<file path="config.mk">
export PLATFORM = sky130hd
export DESIGN_NAME = dmem_arbiter
export DESIGN_NICKNAME = d
export VERILOG_FILES = /design/src/rtl/dmem_arb_pkg.sv /design/src/rtl/dmem_arbiter.sv
export SDC_FILE = /design/constraint.sdc
export NUM_CORES = 1
export LEC_CHECK = 0
export ABC_AREA = 1
export CORE_AREA = 3 3 118 120
export DETAILED_ROUTE_END_ITERATION = 12
export DIE_AREA = 0 0 121 123
export DONT_BUFFER_PORTS = 1
export PLACE_DENSITY = 0.57
export SETUP_SLACK_MARGIN = 0.1
export SYNTH_ARGS = -nofsm -noshare
export SYNTH_HDL_FRONTEND = slang
export SYNTH_SLANG_ARGS = --single-unit
</file>
<file path="constraint.sdc">
create_clock -name clock -period 4.7 [get_ports clock]
set_input_delay 1.175 -clock clock [delete_from_list [all_inputs] [get_ports clock]]
set_output_delay 1.175 -clock clock [all_outputs]
set_load 0.01 [all_outputs]
</file>
<file path="src/rtl/dmem_arb_pkg.sv">
// Shared definitions for the data-memory arbiter.
//   state_t : arbiter FSM encoding (IDLE / CPU_ACC / ACC_ACC)
//   owner_t : which requester held the memory most recently
//   SZ_*    : size codes on the *_size and mem_byte_size lines
//   rr_pick : IDLE-state pick between the two requesters
package dmem_arb_pkg;

    typedef enum logic [1:0] {
        IDLE    = 2'd0,
        CPU_ACC = 2'd1,
        ACC_ACC = 2'd2
    } state_t;

    typedef enum logic {
        OWN_CPU = 1'b0,
        OWN_ACC = 1'b1
    } owner_t;

    localparam logic [1:0] SZ_BYTE = 2'b00;
    localparam logic [1:0] SZ_HALF = 2'b01;
    localparam logic [1:0] SZ_WORD = 2'b10;

    // On a tie the requester that did not own the memory last goes next,
    // so back-to-back contention alternates strictly.
    function automatic state_t rr_pick(input logic   cpu_req,
                                       input logic   acc_req,
                                       input owner_t last_owner);
        state_t pick;
        if (cpu_req && acc_req)
            pick = (last_owner == OWN_ACC) ? CPU_ACC : ACC_ACC;
        else if (cpu_req)
            pick = CPU_ACC;
        else if (acc_req)
            pick = ACC_ACC;
        else
            pick = IDLE;
        return pick;
    endfunction

endpackage

</file>
<file path="src/rtl/dmem_arbiter.sv">
// dmem_arbiter: shares the single-ported data_mem between the CPU load/store
// unit and the ASCON data mover. One access per arbitration; the accelerator
// may lock the memory for up to LOCK_MAX consecutive beats.
//
// state   | meaning
// --------+-----------------------------------------------------------
// IDLE    | no owner; mem_* lines quiet; pick the next owner
// CPU_ACC | CPU owns the memory for this cycle
// ACC_ACC | accelerator owns the memory; may repeat while acc_lock set
//
// Ports:
//   clock, reset_n                  system clock, async active-low reset
//   cpu_* / acc_*  (req, we, addr, wdata, size, sext)  requester payloads
//   acc_lock                        keep the grant for the next acc beat
//   cpu_gnt / acc_gnt               access performed this cycle
//   cpu_rvalid/rdata, acc_rvalid/rdata  registered load return
//   mem_*                           data_mem address/control/data
module dmem_arbiter
    import dmem_arb_pkg::*;
#(
    parameter int ADDR_W   = 32,
    parameter int DATA_W   = 32,
    parameter int LOCK_MAX = 8
) (
    input  logic              clock,
    input  logic              reset_n,
    input  logic              cpu_req,
    input  logic              cpu_we,
    input  logic [ADDR_W-1:0] cpu_addr,
    input  logic [DATA_W-1:0] cpu_wdata,
    input  logic [1:0]        cpu_size,
    input  logic              cpu_sext,
    input  logic              acc_req,
    input  logic              acc_we,
    input  logic [ADDR_W-1:0] acc_addr,
    input  logic [DATA_W-1:0] acc_wdata,
    input  logic [1:0]        acc_size,
    input  logic              acc_sext,
    input  logic              acc_lock,
    output logic              cpu_gnt,
    output logic              acc_gnt,
    output logic              cpu_rvalid,
    output logic              acc_rvalid,
    output logic [DATA_W-1:0] cpu_rdata,
    output logic [DATA_W-1:0] acc_rdata,
    output logic [ADDR_W-1:0] mem_address,
    output logic [DATA_W-1:0] mem_write_data,
    output logic              mem_memwrite,
    output logic              mem_memread,
    output logic [1:0]        mem_byte_size,
    output logic              mem_sign_ext,
    input  logic [DATA_W-1:0] mem_read_data
);

    // Last lock_cnt value that still allows another locked beat.
    localparam logic [7:0] LOCK_LAST = 8'(LOCK_MAX - 1);

    state_t     state_q, state_d;
    owner_t     last_owner_q;
    logic [7:0] lock_cnt_q, lock_cnt_d;

    // State register
    always_ff @(posedge clock or negedge reset_n) begin
        if (!reset_n) begin
            state_q      <= IDLE;
            last_owner_q <= OWN_ACC;
            lock_cnt_q   <= 8'd0;
        end else begin
            state_q    <= state_d;
            lock_cnt_q <= lock_cnt_d;
            if (state_q == CPU_ACC)
                last_owner_q <= OWN_CPU;
            else if (state_q == ACC_ACC)
                last_owner_q <= OWN_ACC;
        end
    end

    // Next-state logic. A locked beat counts even if acc_req is low, which
    // bounds how long the CPU can be held off.
    always_comb begin
        state_d    = state_q;
        lock_cnt_d = lock_cnt_q;
        case (state_q)
            IDLE:    state_d = rr_pick(cpu_req, acc_req, last_owner_q);
            CPU_ACC: state_d = IDLE;
            ACC_ACC: begin
                if (acc_lock && (lock_cnt_q < LOCK_LAST)) begin
                    state_d    = ACC_ACC;
                    lock_cnt_d = lock_cnt_q + 8'd1;
                end else begin
                    state_d    = IDLE;
                    lock_cnt_d = 8'd0;
                end
            end
            default: begin
                state_d    = IDLE;
                lock_cnt_d = 8'd0;
            end
        endcase
    end

    // Output logic: the owner's payload reaches data_mem only while its
    // request is still up, so a dropped request performs no access.
    always_comb begin
        cpu_gnt        = 1'b0;
        acc_gnt        = 1'b0;
        mem_address    = '0;
        mem_write_data = '0;
        mem_memwrite   = 1'b0;
        mem_memread    = 1'b0;
        mem_byte_size  = 2'b00;
        mem_sign_ext   = 1'b0;
        case (state_q)
            CPU_ACC: begin
                if (cpu_req) begin
                    cpu_gnt        = 1'b1;
                    mem_address    = cpu_addr;
                    mem_write_data = cpu_wdata;
                    mem_memwrite   = cpu_we;
                    mem_memread    = ~cpu_we;
                    mem_byte_size  = cpu_size;
                    mem_sign_ext   = cpu_sext;
                end
            end
            ACC_ACC: begin
                if (acc_req) begin
                    acc_gnt        = 1'b1;
                    mem_address    = acc_addr;
                    mem_write_data = acc_wdata;
                    mem_memwrite   = acc_we;
                    mem_memread    = ~acc_we;
                    mem_byte_size  = acc_size;
                    mem_sign_ext   = acc_sext;
                end
            end
            default: ;
        endcase
    end

    // Load return: capture on the edge that ends a granted load.
    always_ff @(posedge clock or negedge reset_n) begin
        if (!reset_n) begin
            cpu_rvalid <= 1'b0;
            acc_rvalid <= 1'b0;
            cpu_rdata  <= '0;
            acc_rdata  <= '0;
        end else begin
            cpu_rvalid <= cpu_gnt & ~cpu_we;
            acc_rvalid <= acc_gnt & ~acc_we;
            if (cpu_gnt && !cpu_we)
                cpu_rdata <= mem_read_data;
            if (acc_gnt && !acc_we)
                acc_rdata <= mem_read_data;
        end
    end

endmodule

</file>
==> flow_summary.yaml, run 1 <==
drt:
  num_vias: 3550
  drtIter0Drc: 216
  routed.top_layer: "met5"
  totalWireLength_um: 13600
  drc: 0
  dr_wl_met3_um: 2120
  wl_met1_um: 5160
  drtAntennaViolNets: 0
  routed-wl-met2_um: 6180
  viasPerCell: 5.04
  firstDrtPassIters: 5
  wl_per_cell_um: 19.4
sta:
  clock_skew_ns: 0.00496
  tns_ns: 0
  fmax_mhz: 271
  setup_violations: 0
  slew_violations: 0
  worst_pin_slew_ns: 0.719
  setup_ws_ns: 1.00
  min_period_ns: 3.70
  finalHoldViolCount: 0
  rsz0062_at_grt: "no"
  fin_hold_ws_ns: 0.493
  slew_headroom: 0.521
  min_period_over_period: 0.787
cts:
  cts.repair.resized: 0
  numCtsBuffers: 9
  cts_setup_buffers: 0
  cts_root_buf: "clkbuf_16"
  hold_buffers: 0
  cts_max_level: 3
  insertion_delay_ns: 0.33
  cts_sinks: 77
  clk_pin_slew_ns: 0.06
  cts.path.max_buffers: 2
  cts_tree: "built"
place:
  hpwl_um: 11100
  port_buffers: 0
  place.gp.congestion: 0.879
  dpl_worst_slack_ns: 1.03
pwr:
  p_sw_mw: 1.20
  swShare: 0.424
  pwr-share-seq: 0.463
  p_clk_frac: 0.236
  ir_drop_mv: 0.293
  power_density_nw_per_um2: 646
  p_leak_nw: 1.94
  power_frac_comb: 0.301
  internal-power_mw: 1.64
yosys:
  syn_area_um2: 4060
  yosysSeqAreaShare: 0.475
  yosys_warnings: 0
  ys.flop_type: "dfrtp_1"
  async_flop_share: 1.00
  synth_seq_cells: 77
  syn_nets: 718
  synth_cell_type_count: 19
  syn_inst: 541
  synth_edf_count: 0
  syn_area_per_cell_um2: 7.51
setup_path:
  worstPathRequired_ns: 3.52
  cp_max_fo: 37
  crit_type: "in2out"
  cp.arrival_ns: 2.52
  cp_cell_sequence: "nand2_1 -> inv_2 -> buf_4 -> nand2_1 -> a21oi_1"
  crit_path_frequent_cell: "nand2_1"
  endpoint_kind: "primary output"
  critical_path_buf_inv_count: 2
  cp_top_family: "buffers and inverters"
  slowest_stage: "buf_4"
  start_kind: "primary input"
  max_stage_delay_ns: 0.42
finish:
  drive_above_1_share: 0.0890
  final_common_cell: "nand2_1"
  layout_common_cells: "nand2_1, dfrtp_1, a21oi_1"
  area_growth_pct: 8.10
  diodes: 0
  nNetsFinal: 700
  final_util: 0.336
global_route:
  grt_pass1_vias: 3111
  grt_max_degree: 78
  grt-ovfl-total: 0
  grt_pass1_wl_um: 18800
  grt_use_total: 0.170
  antenna_found_initial: 4
floorplanning:
  die_w_um: 121
  row_count: 42
  start_util: 0.310
  fp.dieH_um: 123
  core_um2: 13100
  io_pins: 310
  die_area_um2: 14900
status:
  outcome: "complete, no violations"
job:
  cap_viol_max_count: 0
min_path:
  min_path_type: "reg2reg"
==> path summary, 6_finish.rpt <==
path                          startpoint              end  slack, ns  cells after the start
max in group asynchronous        reset_n     last_owner_q       3.98                      0
max                              cpu_req  mem_address[14]       1.00                      5
max reg2reg                   state_q[1]     cpu_rdata[0]       2.88                      7
min                        lock_cnt_q[6]    lock_cnt_q[6]       0.49                      2
min in group asynchronous        reset_n    cpu_rdata[13]       0.54                      0
min reg2reg                lock_cnt_q[6]    lock_cnt_q[6]       0.49                      2
==> power by group through the flow <==
| stage | clock network [mW] | registers [mW] | logic (mW) |
|---|---|---|---|
| 5_1_grt | 0.723 | 1.35 | 0.988 |
| 2_1_floorplan | 0 | 1.25 | 0.730 |
| 6_report | 0.670 | 1.31 | 0.853 |
| 3_5_place_dp | 0 | 1.33 | 0.855 |
| 3_3_place_gp | 0 | 1.32 | 0.818 |
| 4_1_cts | 0.694 | 1.32 | 0.860 |
==> state kept, by name, indices dropped and copies added, names as in the netlist <==
name and count:
acc_rvalid 1, lock_cnt_q 8, state_q 2, acc_rdata 32
cpu_rvalid 1, cpu_rdata 32, last_owner_q 1
==> per-stage QoR <==
stage	instance area [um2]	instances	power (mW)
floorplan	4060	541	1.98
global placement	4100	688	2.14
detailed placement	4100	688	2.19
CTS	4390	704	2.87
global route	4390	704	3.06
finish	4390	704	2.84
==> metal layers <==
layer | vias up | track usage
met5 | - | 0
met4 | 8 | 0.0382
met3 | 20 | 0.107
met2 | 219 | 0.250
met1 | 1637 | 0.211
li1 | 1666 | -
==> logic make-up (layout without fill, tap and decap cells) <==
group / after synthesis / in the layout / synth area share
AOI/OAI and AO/OA: 138 / 138 / 0.188
and+or+nand+nor: 239 / 239 / 0.224
buffers and inverters: 83 / 70 / 0.101
adders and majority gates: 4 / 4 / 0.0123
DFF: 77 / 77 / 0.475
==> worst reg2reg max path: stages, from the launching register on <==
cell	delay, ns
dfrtp_1	0.38
inv_1	0.08
ha_1	0.20
nand2_1	0.11
or2_2	0.30
buf_4	0.33
nand2_1	0.22
o21ai_2	0.06
==> synthesized netlist by cell type, types with 3 or more instances <==
cell	count	area, um2
nand2_1	218	818
o21ai_0	15	75.1
buf_2	10	50.1
o21ai_2	20	175
buf_6	10	113
o21ai_1	32	160
clkbuf_1	12	45.0
inv_1	45	169
buf_4	3	22.5
nor2_1	15	56.3
nand3_1	3	15.0
a21oi_1	71	355
ha_1	4	50.1
dfrtp_1	76	1900
==> cell type report <==
cell class / count / area (um2)
Fill cell: 1403 / 8690
Sequential cell: 77 / 1930
Multi-Input combinational cell: 381 / 1720
Clock inverter: 4 / 47.5
Tap cell: 176 / 220
Timing Repair Buffer: 6 / 45.0
Inverter: 48 / 180
Clock buffer: 12 / 246
(Power assumes the default switching activity.)
==> run 2: changes to the inputs <==
- clock period: 4.7 -> 3.74 ns (I/O delays scaled with it)
==> flow_summary.yaml, run 2 (synthesis gave the netlist of run 1 again) <==
finish:
  top_regs: "acc_rdata x32, cpu_rdata x32, lock_cnt_q x8"
  diodes: 0
  final_util: 0.339
  layout_common_cells: "nand2_1, dfrtp_1, a21oi_1"
  final_common_cell: "nand2_1"
  area_growth_pct: 9.15
  nNetsFinal: 706
  drive_above_1_share: 0.101
cts:
  numCtsBuffers: 9
  cts_root_buf: "clkbuf_16"
  cts_max_level: 3
  cts_tree: "built"
  cts.repair.resized: 0
  insertion_delay_ns: 0.32
  cts_sinks: 77
  clk_pin_slew_ns: 0.06
  cts.path.max_buffers: 2
  cts_setup_buffers: 0
  hold_buffers: 0
sta:
  rsz0062_at_grt: "no"
  finalHoldViolCount: 0
  min_period_over_period: 0.880
  tns_ns: 0
  worst_pin_slew_ns: 0.798
  clock_skew_ns: 0.00706
  setup_violations: 0
  min_period_ns: 3.29
  slew_violations: 0
  fmax_mhz: 304
  slew_headroom: 0.467
floorplanning:
  io_pins: 310
  die_w_um: 121
  fp.dieH_um: 123
  core_um2: 13100
  die_area_um2: 14900
  start_util: 0.310
  row_count: 42
pwr:
  power_density_nw_per_um2: 797
  ir_drop_mv: 0.477
  p_clk_frac: 0.223
  swShare: 0.432
  power_frac_comb: 0.310
  pwr-share-seq: 0.467
  p_sw_mw: 1.53
  p_leak_nw: 1.96
  internal-power_mw: 2.01
global_route:
  grt-ovfl-total: 0
  grt_use_total: 0.170
  grt_pass1_wl_um: 19100
  antenna_found_initial: 3
  grt_max_degree: 78
  grt_pass1_vias: 3184
status:
  outcome: "complete, no violations"
setup_path:
  cp.arrival_ns: 2.36
  crit_type: "reg2out"
  cp_max_fo: 38
  worstPathRequired_ns: 2.80
  r2r_cells: 7
  start_kind: "flip-flop"
  endpoint_kind: "primary output"
job:
  cap_viol_max_count: 0
place:
  port_buffers: 0
  hpwl_um: 11000
  place.gp.congestion: 0.865
drt:
  wl_per_cell_um: 19.2
  drtIter0Drc: 245
  num_vias: 3560
  drtAntennaViolNets: 0
  totalWireLength_um: 13600
  drc: 0
  firstDrtPassIters: 5
  viasPerCell: 5.01
min_path:
  min_path_type: "in2async"
-- run 2: changes by cell type in the layout (fill, tap and decap cells not counted), sizes merged --
cell,delta
buf,+6
bufinv,-1
clkbuf,-1
clkinvlp,+2
-- run 2: path summary, 6_finish.rpt --
check                                    from              end  slack (ns)
worst max-delay path               state_q[1]  mem_address[14]        0.45
worst min-delay path                  reset_n    acc_rdata[13]        0.30
worst max register to register     state_q[1]    cpu_rdata[20]        1.93
worst min register to register  lock_cnt_q[6]    lock_cnt_q[6]        0.49
max in group asynchronous             reset_n     last_owner_q        3.25
min in group clock              lock_cnt_q[6]    lock_cnt_q[6]        0.49
-- run 2: critical path: stages, from the launching register on --
cell     delay [ns]
dfrtp_1        0.38
inv_1          0.08
ha_1           0.20
nand2_1        0.09
inv_2          0.39
buf_4          0.44
nand2_1        0.08
a21oi_1        0.36
-- run 2: routing by layer --
| layer | vias up | share of wire | track usage |
|---|---|---|---|
| met3 | 12 | 0.13 | 0.0897 |
| met2 | 220 | 0.47 | 0.259 |
| met1 | 1650 | 0.39 | 0.217 |
| met4 | 6 | 0.0067 | 0.0361 |
| met5 | - | 0.0026 | 0 |
| li1 | 1672 | - | - |
-- run 2: power by group through the flow --
| stage | logic, mW | clock network [mW] | registers, mW |
|---|---|---|---|
| after floorplan | 0.918 | 0 | 1.57 |
| after global routing | 1.27 | 0.860 | 1.70 |
| final | 1.10 | 0.787 | 1.65 |
| after detailed placement | 1.11 | 0 | 1.67 |
| after CTS | 1.11 | 0.820 | 1.66 |
| after global placement | 1.05 | 0 | 1.66 |
-- run 2: cell type report --
class	count	area [um2]
inverter	48	180
sequential	77	1930
timing repair buffer	12	103
tap	176	220
clock inverter	5	36.3
fill	1409	8650
multi-input combinational	381	1720
clock buffer	11	243
-- run 2: stage by stage --
step           worst slack [ns]  hold slack, ns  instance area, um2  cells  power (mW)
2_1_floorplan              1.16           0.473                4060    541        2.49
3_3_place_gp              0.636           0.482                4160    694        2.71
3_5_place_dp              0.551           0.486                4160    694        2.78
4_1_cts                   0.440           0.285                4430    710        3.59
5_1_grt                   0.260           0.273                4430    710        3.82
6_report                  0.448           0.303                4430    710        3.54
==> run 3: changes to the inputs <==
- clock period: 3.74 -> 4.3 ns (I/O delays scaled with it)
==> flow_summary.yaml, run 3 (synthesis gave the netlist of run 1 again) <==
status:
  outcome: "complete, no violations"
pwr:
  p_leak_nw: 1.95
  power_density_nw_per_um2: 711
  total_power_mw: 3.13
  ir_drop_mv: 0.607
global_route:
  grt-ovfl-total: 0
  grt_pass1_wl_um: 19100
  antenna_found_initial: 3
  grt_pass1_vias: 3231
  grt_use_total: 0.170
  grt_max_degree: 78
drt:
  drtIter0Drc: 301
  num_vias: 3540
  totalWireLength_um: 13700
  drc: 0
  viasPerCell: 5.01
  drtAntennaViolNets: 0
  firstDrtPassIters: 4
  wl_per_cell_um: 19.4
setup_path:
  r2r_cells: 7
  crit_type: "in2out"
  cp.arrival_ns: 2.52
  rr_endpoint: "cpu_rdata[5]"
  r2r_slack_ns: 2.42
  cp_max_fo: 39
  endpoint_kind: "primary output"
  crit_path_end: "mem_address[1]"
  start_kind: "primary input"
  reg2reg_from: "state_q[1]"
  crit_start: "acc_req"
  worstPathRequired_ns: 3.22
finish:
  nNetsFinal: 700
  area_growth_pct: 8.44
  final_cell_count_no_fill: 706
  final_common_cell: "nand2_1"
  drive_above_1_share: 0.0909
  layout_common_cells: "nand2_1, dfrtp_1, a21oi_1"
  top_regs: "acc_rdata x32, cpu_rdata x32, lock_cnt_q x8"
floorplanning:
  die_w_um: 121
  start_util: 0.310
  row_count: 42
  io_pins: 310
  die_area_um2: 14900
  fp.dieH_um: 123
  core_um2: 13100
cts:
  cts_setup_buffers: 0
  cts_sinks: 77
  cts_root_buf: "clkbuf_16"
  clk_pin_slew_ns: 0.06
  insertion_delay_ns: 0.32
  cts_max_level: 3
  numCtsBuffers: 9
  hold_buffers: 0
  cts.repair.resized: 0
  cts.path.max_buffers: 2
  cts_tree: "built"
min_path:
  min_path_type: "in2async"
sta:
  fin_hold_ws_ns: 0.442
  min_period_over_period: 0.835
  setup_violations: 0
  slew_headroom: 0.500
  tns_ns: 0
  clock_skew_ns: 0.00748
  slew_violations: 0
  min_period_ns: 3.59
  rsz0062_at_grt: "no"
  finalHoldViolCount: 0
  fmax_mhz: 278
  worst_pin_slew_ns: 0.749
place:
  hpwl_um: 11000
  port_buffers: 0
  place_inst: 688
  place.gp.congestion: 0.848
job:
  cap_viol_max_count: 0
[run 3: cell count changes in the layout (fill, tap and decap cells not counted)]
cell,before,now
clkinvlp_4,3,1
buf_4,11,6
diode_2,0,2
bufinv_16,0,1
clkinv_4,1,2
buf_12,1,0
[run 3: layout make-up]
cell class | count | area, um2
diodes | 2 | 5.00
repair buffers | 6 | 45.0
flip-flops and latches | 77 | 1930
multi-input cells | 381 | 1720
inverters | 48 | 180
clock inverters | 5 | 60.1
clock buffers | 11 | 243
well taps | 176 | 220
fillers | 1398 | 8680
[run 3: where the power goes]
part           switching (mW)  total, mW  internal, mW
logic                   0.670      0.944         0.274
clock network           0.285      0.751         0.466
registers               0.386       1.44          1.05
[run 3: layer usage]
metal | track usage | up-vias | routed length [um]
met2 | 0.256 | 215 | 6370
li1 | - | 1668 | -
met4 | 0.0390 | 2 | 93
met3 | 0.0787 | 11 | 1780
met5 | 0 | - | 7
met1 | 0.224 | 1644 | 5420
[run 3: worst max-delay path: stages]
cell	delay, ns
nand2_1	0.05
inv_2	0.34
buf_4	0.45
nand2_1	0.09
a21oi_1	0.50
[run 3: through the flow]
step	setup slack, ns	cell area (um2)	util
after CTS	0.715	4400	0.336
after global placement	0.749	4100	0.313
final	0.709	4410	0.337
after detailed placement	0.719	4100	0.313
after floorplan	1.44	4060	-
after global routing	0.577	4400	0.336
[run 3: worst min-delay path by stage]
stage | from | endpoint | slack (ns) | cells past startpoint
after floorplan | lock_cnt_q[6] | lock_cnt_q[6] | 0.47 | 2
after global placement | lock_cnt_q[7] | lock_cnt_q[7] | 0.48 | 2
after detailed placement | lock_cnt_q[7] | lock_cnt_q[7] | 0.49 | 2
after CTS | reset_n | acc_rdata[18] | 0.42 | 0
after global routing | reset_n | cpu_rdata[12] | 0.42 | 0
final | reset_n | acc_rdata[18] | 0.44 | 0
